$ cat src/rtl/fb_arbiter_pkg.sv
// Shared constants and types for the framebuffer arbiter.
// Optional build macro used by the arbiter: FB_WRITE_FIFO_EN.
package fb_arbiter_pkg;

    localparam int FB_DEPTH_DEFAULT = 1024;   // 128x64 pixels, 8 pixels per byte
    localparam int FB_ADDR_W        = 10;
    localparam int FB_DATA_W        = 8;

    localparam logic [FB_ADDR_W-1:0] FB_LAST_ADDR = 10'd1023;

    typedef enum logic {
        IDLE  = 1'b0,
        CLEAR = 1'b1
    } fbState_t;

    // One buffered writer request
    typedef struct packed {
        logic [FB_ADDR_W-1:0] addr;
        logic [FB_DATA_W-1:0] data;
    } fbWrite_t;

endpackage

$ cat src/rtl/fb_write_fifo.sv
// Small synchronous FIFO holding writer requests until a writer slot is free.
// First-word-fall-through: headData is valid whenever empty is low.
module fb_write_fifo #(
    parameter int DEPTH = 4,
    parameter int WIDTH = 18
) (
    input  logic             clk,
    input  logic             srst,
    input  logic             push,
    input  logic [WIDTH-1:0] pushData,
    input  logic             pop,
    output logic [WIDTH-1:0] headData,
    output logic             full,
    output logic             empty
);

    localparam int AW = $clog2(DEPTH);

    logic [WIDTH-1:0] storeReg [DEPTH];
    logic [AW-1:0]    wrPtrReg;
    logic [AW-1:0]    rdPtrReg;
    logic [AW:0]      countReg;
    logic             doPush;
    logic             doPop;

    assign full     = (countReg == (AW+1)'(DEPTH));
    assign empty    = (countReg == '0);
    assign doPush   = push && !full;
    assign doPop    = pop && !empty;
    assign headData = storeReg[rdPtrReg];

    // Entry storage; no reset needed, occupancy is tracked by countReg
    always_ff @(posedge clk) begin
        if (doPush) begin
            storeReg[wrPtrReg] <= pushData;
        end
    end

    // Pointers and occupancy; DEPTH is a power of two so pointers wrap naturally
    always_ff @(posedge clk) begin
        if (srst) begin
            wrPtrReg <= '0;
            rdPtrReg <= '0;
            countReg <= '0;
        end else begin
            if (doPush) begin
                wrPtrReg <= wrPtrReg + 1'b1;
            end
            if (doPop) begin
                rdPtrReg <= rdPtrReg + 1'b1;
            end
            if (doPush && !doPop) begin
                countReg <= countReg + 1'b1;
            end else if (doPop && !doPush) begin
                countReg <= countReg - 1'b1;
            end
        end
    end

endmodule

$ cat src/rtl/fb_arbiter.sv
// Framebuffer RAM arbiter: display fetch > clear sequencer > writer, one slot per cycle.
// Tracks the last fetched display address and refetches whenever it is overwritten.
// Build option FB_WRITE_FIFO_EN adds a write buffer in front of the writer slot.
module fb_arbiter
    import fb_arbiter_pkg::*;
#(
    parameter int FB_DEPTH      = FB_DEPTH_DEFAULT,
    parameter int WR_FIFO_DEPTH = 4
) (
    input  logic                 clk,
    input  logic                 rst_btn,
    input  logic [FB_ADDR_W-1:0] dispAddress,
    output logic [FB_DATA_W-1:0] dispData,
    input  logic                 wrValid,
    output logic                 wrReady,
    input  logic [FB_ADDR_W-1:0] wrAddr,
    input  logic [FB_DATA_W-1:0] wrData,
    input  logic                 clrReq,
    input  logic [FB_DATA_W-1:0] clrValue,
    output logic                 busy,
    output logic                 frameTick,
    output logic [FB_ADDR_W-1:0] memAddr,
    output logic                 memWe,
    output logic [FB_DATA_W-1:0] memWdata,
    input  logic [FB_DATA_W-1:0] memRdata
);

    localparam logic [FB_ADDR_W-1:0] CLR_LAST = FB_ADDR_W'(FB_DEPTH - 1);

    if (WR_FIFO_DEPTH < 2 || (WR_FIFO_DEPTH & (WR_FIFO_DEPTH - 1)) != 0) begin : gBadFifoDepth
        $error("fb_arbiter: WR_FIFO_DEPTH must be a power of two and at least 2");
    end

    fbState_t             stateReg,       stateNext;
    logic [FB_ADDR_W-1:0] clrCountReg,    clrCountNext;
    logic [FB_DATA_W-1:0] clrValueReg,    clrValueNext;
    logic [FB_ADDR_W-1:0] fetchedAddrReg, fetchedAddrNext;
    logic                 staleReg,       staleNext;
    logic                 loadReg,        loadNext;
    logic [FB_DATA_W-1:0] dispDataReg;
    logic [FB_ADDR_W-1:0] prevDispAddrReg;
    logic                 frameTickReg;
    logic                 fetchPending;

`ifdef FB_WRITE_FIFO_EN
    logic     fifoFull;
    logic     fifoEmpty;
    logic     fifoPush;
    logic     fifoPop;
    fbWrite_t fifoIn;
    fbWrite_t fifoHead;
    logic     clrPendingReg, clrPendingNext;

    assign fifoIn   = '{addr: wrAddr, data: wrData};
    assign fifoPush = wrValid && wrReady;

    fb_write_fifo #(
        .DEPTH (WR_FIFO_DEPTH),
        .WIDTH ($bits(fbWrite_t))
    ) u_write_fifo (
        .clk      (clk),
        .srst     (rst_btn),
        .push     (fifoPush),
        .pushData (fifoIn),
        .pop      (fifoPop),
        .headData (fifoHead),
        .full     (fifoFull),
        .empty    (fifoEmpty)
    );

    assign busy = (stateReg == CLEAR) || clrPendingReg;
`else
    assign busy = (stateReg == CLEAR);
`endif

    assign fetchPending = staleReg || (dispAddress != fetchedAddrReg);
    assign dispData     = dispDataReg;
    assign frameTick    = frameTickReg;

    // Slot arbitration, RAM port drive, clear sequencing and coherence tracking
    always_comb begin
        stateNext       = stateReg;
        clrCountNext    = clrCountReg;
        clrValueNext    = clrValueReg;
        fetchedAddrNext = fetchedAddrReg;
        staleNext       = staleReg;
        loadNext        = 1'b0;
        memAddr         = '0;
        memWe           = 1'b0;
        memWdata        = '0;
        wrReady         = 1'b0;
`ifdef FB_WRITE_FIFO_EN
        fifoPop         = 1'b0;
        clrPendingNext  = clrPendingReg;
`endif
        if (!rst_btn) begin
`ifdef FB_WRITE_FIFO_EN
            wrReady = !fifoFull;
`else
            wrReady = (stateReg == IDLE) && !fetchPending && !clrReq;
`endif
            if (fetchPending) begin
                // Display read always wins; data lands in dispData two cycles later
                memAddr         = dispAddress;
                fetchedAddrNext = dispAddress;
                staleNext       = 1'b0;
                loadNext        = 1'b1;
            end else if (stateReg == CLEAR) begin
                memWe        = 1'b1;
                memAddr      = clrCountReg;
                memWdata     = clrValueReg;
                clrCountNext = clrCountReg + 10'd1;
                if (clrCountReg == CLR_LAST) begin
                    stateNext = IDLE;
                end
            end else begin
`ifdef FB_WRITE_FIFO_EN
                if (!fifoEmpty) begin
                    fifoPop  = 1'b1;
                    memWe    = 1'b1;
                    memAddr  = fifoHead.addr;
                    memWdata = fifoHead.data;
                end
`else
                if (wrValid && wrReady) begin
                    memWe    = 1'b1;
                    memAddr  = wrAddr;
                    memWdata = wrData;
                end
`endif
            end

            // A write over the byte currently shown forces a refetch
            if (memWe && (memAddr == fetchedAddrReg)) begin
                staleNext = 1'b1;
            end

`ifdef FB_WRITE_FIFO_EN
            // Buffered writes already accepted go out before the clear starts
            if (stateReg == IDLE) begin
                if (clrPendingReg) begin
                    if (fifoEmpty) begin
                        stateNext      = CLEAR;
                        clrCountNext   = '0;
                        clrPendingNext = 1'b0;
                    end
                end else if (clrReq) begin
                    clrValueNext = clrValue;
                    if (fifoEmpty) begin
                        stateNext    = CLEAR;
                        clrCountNext = '0;
                    end else begin
                        clrPendingNext = 1'b1;
                    end
                end
            end
`else
            if ((stateReg == IDLE) && clrReq) begin
                stateNext    = CLEAR;
                clrCountNext = '0;
                clrValueNext = clrValue;
            end
`endif
        end
    end

    // State registers, display data capture and frame-start detection
    always_ff @(posedge clk) begin
        if (rst_btn) begin
            stateReg        <= IDLE;
            clrCountReg     <= '0;
            clrValueReg     <= '0;
            fetchedAddrReg  <= '0;
            staleReg        <= 1'b1;
            loadReg         <= 1'b0;
            dispDataReg     <= '0;
            prevDispAddrReg <= '0;
            frameTickReg    <= 1'b0;
`ifdef FB_WRITE_FIFO_EN
            clrPendingReg   <= 1'b0;
`endif
        end else begin
            stateReg        <= stateNext;
            clrCountReg     <= clrCountNext;
            clrValueReg     <= clrValueNext;
            fetchedAddrReg  <= fetchedAddrNext;
            staleReg        <= staleNext;
            loadReg         <= loadNext;
            if (loadReg) begin
                dispDataReg <= memRdata;
            end
            prevDispAddrReg <= dispAddress;
            frameTickReg    <= (prevDispAddrReg == FB_LAST_ADDR) && (dispAddress == '0);
`ifdef FB_WRITE_FIFO_EN
            clrPendingReg   <= clrPendingNext;
`endif
        end
    end

endmodule
$ cat config.mk
export PLATFORM = sky130hd
export DESIGN_NAME = fb_arbiter
export DESIGN_NICKNAME = d
export VERILOG_FILES = /design/src/rtl/fb_arbiter_pkg.sv /design/src/rtl/fb_write_fifo.sv /design/src/rtl/fb_arbiter.sv
export SDC_FILE = /design/constraint.sdc
export NUM_CORES = 1
export LEC_CHECK = 0
export BUFFER_PORTS_ARGS = -buffer_cell sky130_fd_sc_hd__buf_2
export CAP_MARGIN = 10
export CORE_UTILIZATION = 50
export CTS_CLUSTER_DIAMETER = 60
export CTS_CLUSTER_SIZE = 25
export DETAILED_ROUTE_END_ITERATION = 10
export GPL_TIMING_DRIVEN = 1
export MAX_ROUTING_LAYER = met4
export PLACE_DENSITY_LB_ADDON = 0.12
export SLEW_MARGIN = 15
export SYNTH_ARGS = -nofsm -noshare
export SYNTH_HDL_FRONTEND = slang
export SYNTH_SLANG_ARGS = --single-unit
$ cat constraint.sdc
create_clock -name clk -period 3.2 [get_ports clk]
set_input_delay 0.8 -clock clk [delete_from_list [all_inputs] [get_ports clk]]
set_output_delay 0.8 -clock clk [all_outputs]
set_load 0.01 [all_outputs]
==> metrics.cfg, run 1 <==
[outcome]
outcome=finished clean

[global_route]
track_usage_pct=25.31
antenna_found_initial=0
grt_pass1_wl_mm=9.873
grt.overflow.total=0
grt_max_degree=38
grt_pass1_vias=2147

[clock_tree]
worstSkewPairLatency_ps=300
cts_buffer_depth=2
tritoncts=done
clock-sinks=50
cts_hold_buffers=0
cts_buffers=5
clock-root-buffer=clkbuf_8
clkTransAtPathRegs_ps=90
htree_levels=2

[floorplan]
die_x_microns=71.68
dieArea_sq_um=5137
design.core.area_sq_um=4504
start_util_pct=53.89
row_count=24
ioPinCount=78
die_y_microns=71.68

[sta]
maxSlewHeadroom_pct=58.71
holdWs_ps=449.0
max_freq_mhz=321.4
rsz0062_at_grt=true
fin_tns_setup_ps=0
report.final.slew_viol_count=0
min_period_ps=3111
tightest_slew_ps=618.1
setup_viol=0
finClkSkew_ps=3.799
finalHoldViolCount=0
post-route-period-util_pct=97.22

[worst_setup_path]
path_buf_inv=3
end_kind=output pin
critical_path_required_ps=2400
cp_top_family=simple AND/OR/NAND/NOR gates
cp.arrival_ps=2310
critical_path_class=primary input to output pin
crit_fanout=11
cp_common_cell=buf_2
critPathMaxStageDelay_ps=360
critPathLaunchType=primary input
cp_slowest_cell=nor4_2
crit_path_cell_trace=buf_2 > xor2_1 > nor4_2 > and3_4 > buf_6 > nor2_1 > a211oi_1 > buf_2

[synth]
yosys.area_share.simple_pct=25.31
syn-cell-area_sq_um=2427
yosysTopAreaCell=dfxtp_1
yosys.cell_types.count=41
yosys_register_bits=50
avgSynthCellArea_sq_um=8.313
synth_top_area_share_pct=41.24
muxShareOfSynthArea_pct=3.711
synthTopCellsByArea=dfxtp_1 41%, nor2_1 7.0%, nor2b_1 5.7%
synth_compound_area_share_pct=18.71
yosysSeqAreaShare_pct=41.24
synth_top_family_by_area=simple AND/OR/NAND/NOR gates
netlist_instances=292
ys.flop_type=dfxtp_1
synth_edf_count=0
synth_warnings=0
synth_xor_area_share_pct=6.134
synth_adder_area_share_pct=0.5155
synth_fp_nets=341
async_reset_ff_share_pct=0

[drt]
viasPerCell=5.581
first_iter_violations=166
avgRoutedWirePerCell_microns=14.67
via_count=2411
drt_drc_violations_left=0
ant_nets=0
routed_wl_mm=6.336
firstDrtPassIters=4

[placed_design]
dp_hpwl_mm=4.802
post_dp_cell_area_sq_um=2952
gp_congestion=1.016
io_buffer_count=77

[flow_run]
maxCapViolCount=0

[cells_and_area]
drive_gt1_share_pct=30.00
nets=428
finalInstanceArea_sq_um=3103
syn2layout_area_growth_pct=27.84
diodes=0

[power]
clkPwrFrac_pct=34.1
swShare_pct=25.62
p_leak_nw=1.396
pwr-share-seq_pct=51.4
p_sw_mw=0.3344
power.density_nw_per_um2=420.7
ir_drop_mv=0.2685
p_int_mw=0.9711
power.combinational.fraction_pct=14.5

[hold_path]
hold_class=register to register

per-layer routing:
metal  track usage, %  share of wire (%)  vias up  wire length (microns)
li1                 -                  -     1211                      -
met1            34.19                 46     1108                   2932
met3            5.063                6.8       10                    428
met2            38.89                 46       82                   2888
met5                -                  0        -                      0
met4            6.536                1.4        0                     86
logic make-up (layout without fill, tap and decap cells):
group | after synthesis | after routing
buffers and inverters | 28 | 116
muxes | 9 | 9
AOI/OAI and AO/OA | 63 | 63
DFF | 50 | 50
and+or+nand+nor | 124 | 124
xor gates and xnor gates | 17 | 17
adders and majority gates | 1 | 1
worst paths after layout:
check | startpoint | end | slack, ps | cells after the start
min reg2reg | prevDispAddrReg[2] | frameTick | 450 | 2
max reg2reg | fetchedAddrReg[6] | clrCountReg[6] | 800 | 8
min | prevDispAddrReg[2] | frameTick | 450 | 2
max | dispAddress[6] | memAddr[2] | 90 | 8
metrics by stage:
step / power (mW) / setup WS, ps / utilization [%] / std cells
final: 1.306 / 88.82 / 68.89 / 432
after global routing: 1.356 / -23.09 / 68.89 / 432
after CTS: 1.302 / 37.87 / 68.00 / 430
after detailed placement: 0.8702 / 6.689 / 65.53 / 422
after global placement: 0.8668 / 66.79 / 65.53 / 422
after floorplan: 0.7822 / 73.60 / - / 292
layout make-up:
type | instances | area, sq um
Multi-Input combinational cell | 214 | 1343
Fill cell | 383 | 1401
Clock buffer | 6 | 72.57
Inverter | 10 | 37.54
Tap cell | 52 | 65.06
Sequential cell | 50 | 1001
Timing Repair Buffer | 98 | 546.8
Clock inverter | 2 | 37.54
synth_stat cells (2+ instances only):
library cell	number
dfxtp_1	50
nor2_1	45
nand2_1	27
nor2b_1	22
clkbuf_1	16
a22oi_1	14
xor2_1	14
a211oi_1	10
inv_1	10
a21oi_1	9
mux2i_1	9
o22ai_1	7
nor3_1	6
a31oi_1	4
a41o_1	4
nand3_1	4
nor4_1	4
a32oi_1	3
and3_1	3
nand2b_1	3
xnor2_1	3
nand4_1	2
nor4_2	2
o21ai_0	2
o221ai_1	2
or4_1	2
layout by cell type (no fill, tap or decap), types with 2 or more instances in the layout:
cell,Yosys,routed
buf_2,1,77
dfxtp_1,50,50
nor2_1,45,45
nand2_1,27,27
nor2b_1,22,22
buf_4,0,20
xor2_1,14,14
a22oi_1,14,14
inv_1,10,10
mux2i_1,9,9
a21oi_1,9,9
a211oi_1,10,7
o22ai_1,7,7
nor3_1,6,6
clkbuf_8,0,5
a31oi_1,4,4
nand3_1,4,4
a41o_1,4,4
nor4_1,4,4
a211oi_2,0,3
a32oi_1,3,3
xnor2_1,3,3
nor4_2,2,2
and3_1,3,2
nand2b_1,3,2
or4_1,2,2
o21ai_0,2,2
o221ai_1,2,2
nand4_1,2,2
flip-flops by register name, summed over array words and instances (netlist names):
register	flops
loadReg	1
fetchedAddrReg	10
prevDispAddrReg	10
staleReg	1
dispData	8
clrCountReg	10
clrValueReg	8
busy	1
frameTick	1
worst min-delay path, delay by kind of cell, from the launching register on:
family / cells / cell delay [ps]
flip-flops: 1 / 310
AND/OR/NAND/NOR: 2 / 110
power by group through the flow:
stage	Clock [mW]	Sequential, mW	Combinational (mW)
after global routing	0.473	0.674	0.209
after CTS	0.446	0.670	0.186
after floorplan	0	0.679	0.103
after global placement	0	0.684	0.183
after detailed placement	0	0.685	0.185
final	0.446	0.670	0.189
repair_timing:
action | 4_1_cts | 5_1_grt
buffers inserted | 0 | 2
pin swaps | 0 | 3
setup endpoints to repair | 2 | 9
gates resized for setup | 1 | 6
(Power assumes the default switching activity.)
==> run 2: changes to the inputs <==
Settings changed: ABC_AREA set to 1, CORE_UTILIZATION 50 to 52.
==> run 2 against run 1 <==
Effect of this change:
- synthesized cell count rose by 49%
- total power fell by 3.3%
- design area rose by 8.5%
- clock power fell by 13%
- register-to-register slack improved by 270 ps
- first-iteration DRC count fell by 7.2%
- hold slack improved by 23 ps
- utilization fell by 3.0 points
- combinational power rose by 7%
- wire length rose by 15%
==> metrics.cfg, run 2 <==
[outcome]
outcome=finished clean

[synth]
ys.flop_type=dfxtp_1
synth_commonest_cells=118 x nand2_1, 76 x nor2_1, 55 x inv_1
synth_warnings=0  ; unchanged
synth_edf_count=0  ; unchanged
synthTopCellsByArea=dfxtp_1 36%, nand2_1 16%, nor2_1 10%
yosysMostFrequentCell=nand2_1
synth_top_area_share_pct=36.43  ; -4.8 points
yosysSeqAreaShare_pct=36.43  ; -4.8 points
yosys.cell_types.count=32  ; -22%
yosys_register_bits=50  ; unchanged
syn-cell-area_sq_um=2748  ; +13%
avgSynthCellArea_sq_um=6.302  ; -24%
yosysTopAreaCell=dfxtp_1
synth_fp_nets=485  ; +42%
async_reset_ff_share_pct=0  ; unchanged
netlist_instances=436  ; +49%

[cells_and_area]
finalInstanceArea_sq_um=3367  ; +8.5%
stdcell_count=589  ; +36%
diodes=0  ; unchanged
layout_common_cells=116 x nand2_1, 77 x buf_2, 76 x nor2_1
fin_util_pct=65.92  ; -3.0 points
reg.largest.list=clrCountReg (10), fetchedAddrReg (10), prevDispAddrReg (10)
drive_gt1_share_pct=23.89  ; -6.1 points
final_common_cell=nand2_1
nFillCells=530  ; +38%
nets=567  ; +32%
syn2layout_area_growth_pct=22.54

[global_route]
grt.overflow.total=0  ; unchanged
grt_pass1_wl_mm=11.37  ; +15%
track_usage_pct=27.98  ; +2.7 points
grt_pass1_vias=2457  ; +14%
grt_max_degree=45  ; +18%
antenna_found_initial=0  ; unchanged

[placed_design]
io_buffer_count=77  ; unchanged
dp.cells=578  ; +37%
dp_hpwl_mm=5.481  ; +14%
gp_congestion=0.8923  ; -12%
post_dp_cell_area_sq_um=3221  ; +9.1%

[hold_path]
hold_class=register to register
hold_depth=1  ; -1
hold_start=clrCountReg[9]
hold_end=clrCountReg[9]

[sta]
holdWs_ps=472.0  ; +23.04 ps
max_freq_mhz=323.6  ; +0.68%
min_period_ps=3090  ; -20.92 ps
report.final.slew_viol_count=0  ; unchanged
tightest_slew_ps=794.3  ; +176.2 ps
setup_viol=0  ; unchanged
finalHoldViolCount=0  ; unchanged
maxSlewHeadroom_pct=47.05  ; -12 points
post-route-period-util_pct=96.57  ; -0.65 points
finClkSkew_ps=15.26  ; +11.46 ps

[worst_setup_path]
r2r-start=fetchedAddrReg[3]
end_kind=output pin
cp.arrival_ps=2290  ; -20 ps
reg2reg_to=staleReg
r2r_slack_ps=1070  ; +270 ps
critPathMaxStageDelay_ps=200  ; -160 ps
critical_path_required_ps=2400  ; about the same
critPathLaunchType=primary input
path_buf_inv=3  ; unchanged
crit_fanout=5  ; -6
cp_common_cell=nand2_1
cp_top_family=simple AND/OR/NAND/NOR gates
crit_path_cell_trace=buf_2 > inv_2 > nand2_1 > nand2_1 > nand2_1 > nor2_2 > nand3_4 > nor2_4 > nand2_4 > nor2_4 > nand2_1 > a21oi_1 > buf_2
cp_slowest_cell=nor2_4
reg2reg_depth=16  ; +8
critical_path_class=primary input to output pin

[clock_tree]
cts_hold_buffers=0  ; unchanged
clkTransAtPathRegs_ps=100  ; about the same
cts_buffers=5  ; unchanged
clock-sinks=50  ; unchanged
cts_buffer_depth=2  ; unchanged
tritoncts=done
htree_levels=2  ; unchanged
clock-root-buffer=clkbuf_8
worstSkewPairLatency_ps=320  ; +20 ps

[power]
clkPwrFrac_pct=30.7  ; -3.4 points
pwr-share-seq_pct=53.3  ; +1.9 points
ir_drop_mv=0.3440  ; +28%
p_int_mw=0.8869  ; -8.7%
swShare_pct=29.74  ; +4.1 points
power.combinational.fraction_pct=16.1  ; +1.6 points
power.density_nw_per_um2=374.9  ; -11%
p_sw_mw=0.3754  ; +12%
p_leak_nw=1.725  ; +24%

[drt]
viasPerCell=4.944  ; -11%
drt_drc_violations_left=0  ; unchanged
ant_nets=0  ; unchanged
routed_wl_mm=7.268  ; +15%
via_count=2912  ; +21%
avgRoutedWirePerCell_microns=12.34  ; -16%
firstDrtPassIters=5  ; +1
first_iter_violations=154  ; -7.2%

[floorplan]
row_count=26  ; +8.3%
start_util_pct=53.80  ; -0.092 points
design.core.area_sq_um=5107  ; +13%
ioPinCount=78  ; unchanged
die_x_microns=74.69  ; +4.2%
dieArea_sq_um=5579  ; +8.6%
die_y_microns=74.69  ; +4.2%

[flow_run]
maxCapViolCount=0  ; unchanged

## run 2: cell types whose count changed in the layout (fill, tap and decap cells not counted), moves of 12 or more
| cell | before | now |
|---|---|---|
| nand2_1 | 27 | 116 |
| inv_1 | 10 | 55 |
| nor2_1 | 45 | 76 |
| nor2b_1 | 22 | 0 |
| o21ai_0 | 2 | 23 |
| a22oi_1 | 14 | 0 |
| xor2_1 | 14 | 0 |
| nand3_1 | 4 | 17 |
| buf_4 | 20 | 8 |
| nand4_1 | 2 | 14 |
## run 2: logic make-up after synthesis
group	Yosys count	synth area share, %
fa+ha+maj	1	0.4553
flops	50	36.43
simple gates	245	39.30
compound gates	55	11.47
buf+inv	85	12.34
## run 2: worst max path at each step
stage,from,endpoint,depth (start not counted)
finish,dispAddress[4],memWdata[3],13
global route,dispAddress[9],memWdata[7],14
detailed placement,dispAddress[8],memWdata[3],13
CTS,dispAddress[8],memWdata[3],13
global placement,dispAddress[8],memWdata[5],13
floorplan,dispAddress[2],memWdata[0],10
## run 2: layer usage
layer	share of wire, %	vias to the layer above	GRT usage [%]	wire length [microns]
li1	-	1531	-	-
met1	49	1290	37.68	3571
met2	45	82	43.34	3279
met3	4.0	9	4.150	291
met4	1.7	0	8.805	126
met5	0	-	-	0
## run 2: through the flow
step | power [mW] | setup WS, ps | setup TNS (ps)
2_1_floorplan | 0.8041 | 468.0 | 0
6_report | 1.262 | 109.7 | 0
3_5_place_dp | 0.8831 | 117.9 | 0
3_3_place_gp | 0.8785 | 162.8 | 0
5_1_grt | 1.331 | -15.15 | -30.70
4_1_cts | 1.266 | 113.1 | 0
## run 2: final cells by class
class | count | area, sq um | area share [%]
inverter | 73 | 281.5 | 8.361
clock buffer | 6 | 72.57 | 2.155
clock inverter | 2 | 17.52 | 0.5203
timing repair buffer | 86 | 465.4 | 13.82
tap | 70 | 87.58 | 2.601
sequential | 50 | 1001 | 29.73
multi-input combinational | 302 | 1441 | 42.81
## run 2: power groups by stage
| stage | logic, mW | registers, mW | clock network (mW) |
|---|---|---|---|
| 6_report | 0.203 | 0.673 | 0.387 |
| 5_1_grt | 0.229 | 0.677 | 0.425 |
| 4_1_cts | 0.198 | 0.672 | 0.396 |
| 3_5_place_dp | 0.197 | 0.686 | 0 |
| 3_3_place_gp | 0.193 | 0.685 | 0 |
| 2_1_floorplan | 0.120 | 0.684 | 0 |
## run 2: timing repair
item | 4_1_cts | 5_1_grt
endpoints found under the setup margin | 0 | 12
resized for setup | 0 | 9
buffers inserted | 0 | 2
==> run 3: changes to the inputs <==
Settings changed: BUFFER_PORTS_ARGS -buffer_cell sky130_fd_sc_hd__buf_2 to -buffer_cell sky130_fd_sc_hd__buf_4.
==> run 3 against run 2 <==
Effect of this change:
- sequential cell count stayed put
- first-iteration DRC count is 1.3% lower
- sequential power hardly changed
- critical path type unchanged
- utilization is 5.1 points higher
- critical endpoint is now memWdata[1]
- clock power is 8.0% lower
- combinational power is 17% higher
==> metrics.cfg, run 3 (same netlist as run 2, synthesis figures left out) <==
[clock_tree]
cts_buffers=5  ; unchanged
clock-root-buffer=clkbuf_8
tritoncts=done
clkTransAtPathRegs_ps=90  ; about the same
cts_hold_buffers=0  ; unchanged
htree_levels=2  ; unchanged
cts_buffer_depth=2  ; unchanged
clock-sinks=50  ; unchanged
worstSkewPairLatency_ps=300  ; -20 ps

[global_route]
grt.overflow.total=0  ; unchanged
antenna_found_initial=0  ; unchanged
grt_max_degree=45  ; unchanged
track_usage_pct=28.24  ; +0.25 points
grt_pass1_vias=2482  ; +1.0%
grt_pass1_wl_mm=11.43  ; +0.55%

[power]
power.density_nw_per_um2=349.0  ; -6.9%
p_leak_nw=1.788  ; +3.6%
ir_drop_mv=0.2787  ; -19%
power_mw=1.267  ; +0.36%

[flow_run]
maxCapViolCount=0  ; unchanged

[sta]
postLayoutSetupSlackWorst_ps=69.90  ; -39.84 ps
report.final.slew_viol_count=0  ; unchanged
setup_viol=0  ; unchanged
finalHoldViolCount=0  ; unchanged
max_freq_mhz=319.5  ; -1.3%
tightest_slew_ps=684.4  ; -110.0 ps
post-route-period-util_pct=97.82  ; +1.2 points
rsz0062_at_grt=true
maxSlewHeadroom_pct=54.33  ; +7.3 points
min_period_ps=3130  ; +39.84 ps
holdWs_ps=456.2  ; -15.79 ps
finClkSkew_ps=10.06  ; -5.203 ps

[cells_and_area]
syn2layout_area_growth_pct=32.10
drive_gt1_share_pct=27.20  ; +3.3 points
finalInstanceArea_sq_um=3630  ; +7.8%
diodes=0  ; unchanged
seq_area_sq_um=1001  ; unchanged
multi_input_area_sq_um=1485  ; +3.0%
layout_common_cells=106 x nand2_1, 88 x buf_4, 75 x nor2_1
reg.largest.list=clrCountReg (10), fetchedAddrReg (10), prevDispAddrReg (10)
nFillCells=454  ; -14%
final_common_cell=nand2_1
nets=571  ; +0.71%

[drt]
via_count=2966  ; +1.9%
firstDrtPassIters=4  ; -1
ant_nets=0  ; unchanged
viasPerCell=5.010  ; +1.3%
avgRoutedWirePerCell_microns=12.89  ; +4.4%
drt_drc_violations_left=0  ; unchanged
first_iter_violations=152  ; -1.3%
routed_wl_mm=7.628  ; +5.0%

[worst_setup_path]
crit_path_cell_trace=buf_4 > inv_4 > nand2_1 > nand2_1 > nand2_2 > nor2_4 > nand3_4 > nor2_4 > nand2_4 > nor2_8 > nand2_2 > a21oi_2 > buf_4
critical_path_class=primary input to output pin
cp_slowest_cell=nor2_4
critical_path_required_ps=2400  ; about the same
crit_fanout=5  ; unchanged
end_kind=output pin
cp.arrival_ps=2330  ; +40 ps
critPathMaxStageDelay_ps=200  ; about the same
critPathLaunchType=primary input

[placed_design]
post_dp_cell_area_sq_um=3421  ; +6.2%
io_buffer_count=77  ; unchanged
dp_hpwl_mm=5.744  ; +4.8%
place_ws_ps=88.78  ; -29.10 ps
gp_congestion=0.9390  ; +5.2%

[floorplan]
dieArea_sq_um=5579  ; unchanged
row_count=26  ; unchanged
ioPinCount=78  ; unchanged
die_y_microns=74.69  ; unchanged
start_util_pct=53.80  ; unchanged
die_x_microns=74.69  ; unchanged
design.core.area_sq_um=5107  ; unchanged

[hold_path]
hold_class=register to register

[outcome]
outcome=finished clean

==> run 3: report_power, final <==
| group | switching, mW | internal, mW |
|---|---|---|
| Clock | 0.206 | 0.150 |
| Combinational | 0.133 | 0.104 |
| Sequential | 0.0216 | 0.652 |
==> run 3: critical path, delay by kind of cell <==
family                 cells  cell delay (ps)
AO/OA/AOI/OAI              1              150
AND/OR/NAND/NOR            9             1040
buffers and inverters      3              340
==> run 3: repair_timing <==
action	4_1_cts	5_1_grt
endpoints found under the setup margin	0	9
resized for setup	0	27
setup buffers	0	5
==> run 3: final timing paths <==
kind	from	to	slack, ps	cells past startpoint
max reg2reg	fetchedAddrReg[9]	clrCountReg[6]	960	16
min	clrCountReg[9]	clrCountReg[9]	460	1
max	dispAddress[4]	memWdata[1]	70	13
min reg2reg	clrCountReg[9]	clrCountReg[9]	460	1
==> run 3: stage by stage <==
| stage | util [%] | TNS [ps] | instances |
|---|---|---|---|
| after floorplan | - | 0 | 436 |
| after global placement | 66.98 | 0 | 579 |
| after detailed placement | 66.98 | 0 | 579 |
| after CTS | 68.54 | 0 | 586 |
| after global routing | 71.07 | -23.62 | 592 |
| final | 71.07 | 0 | 592 |
==> run 3: area by class of cell <==
class	instances	share of cell area [%]
clock buffers	6	1.999
repair buffers	90	19.06
well taps	70	2.413
multi-input cells	302	40.92
flip-flops and latches	50	27.58
inverters	73	7.825
clock inverters	1	0.2068
==> run 3: metal layers <==
| layer | track usage [%] | wire length (microns) |
|---|---|---|
| met5 | - | 0 |
| met4 | 6.289 | 80 |
| met3 | 4.418 | 373 |
| met2 | 45.15 | 3572 |
| met1 | 37.73 | 3601 |
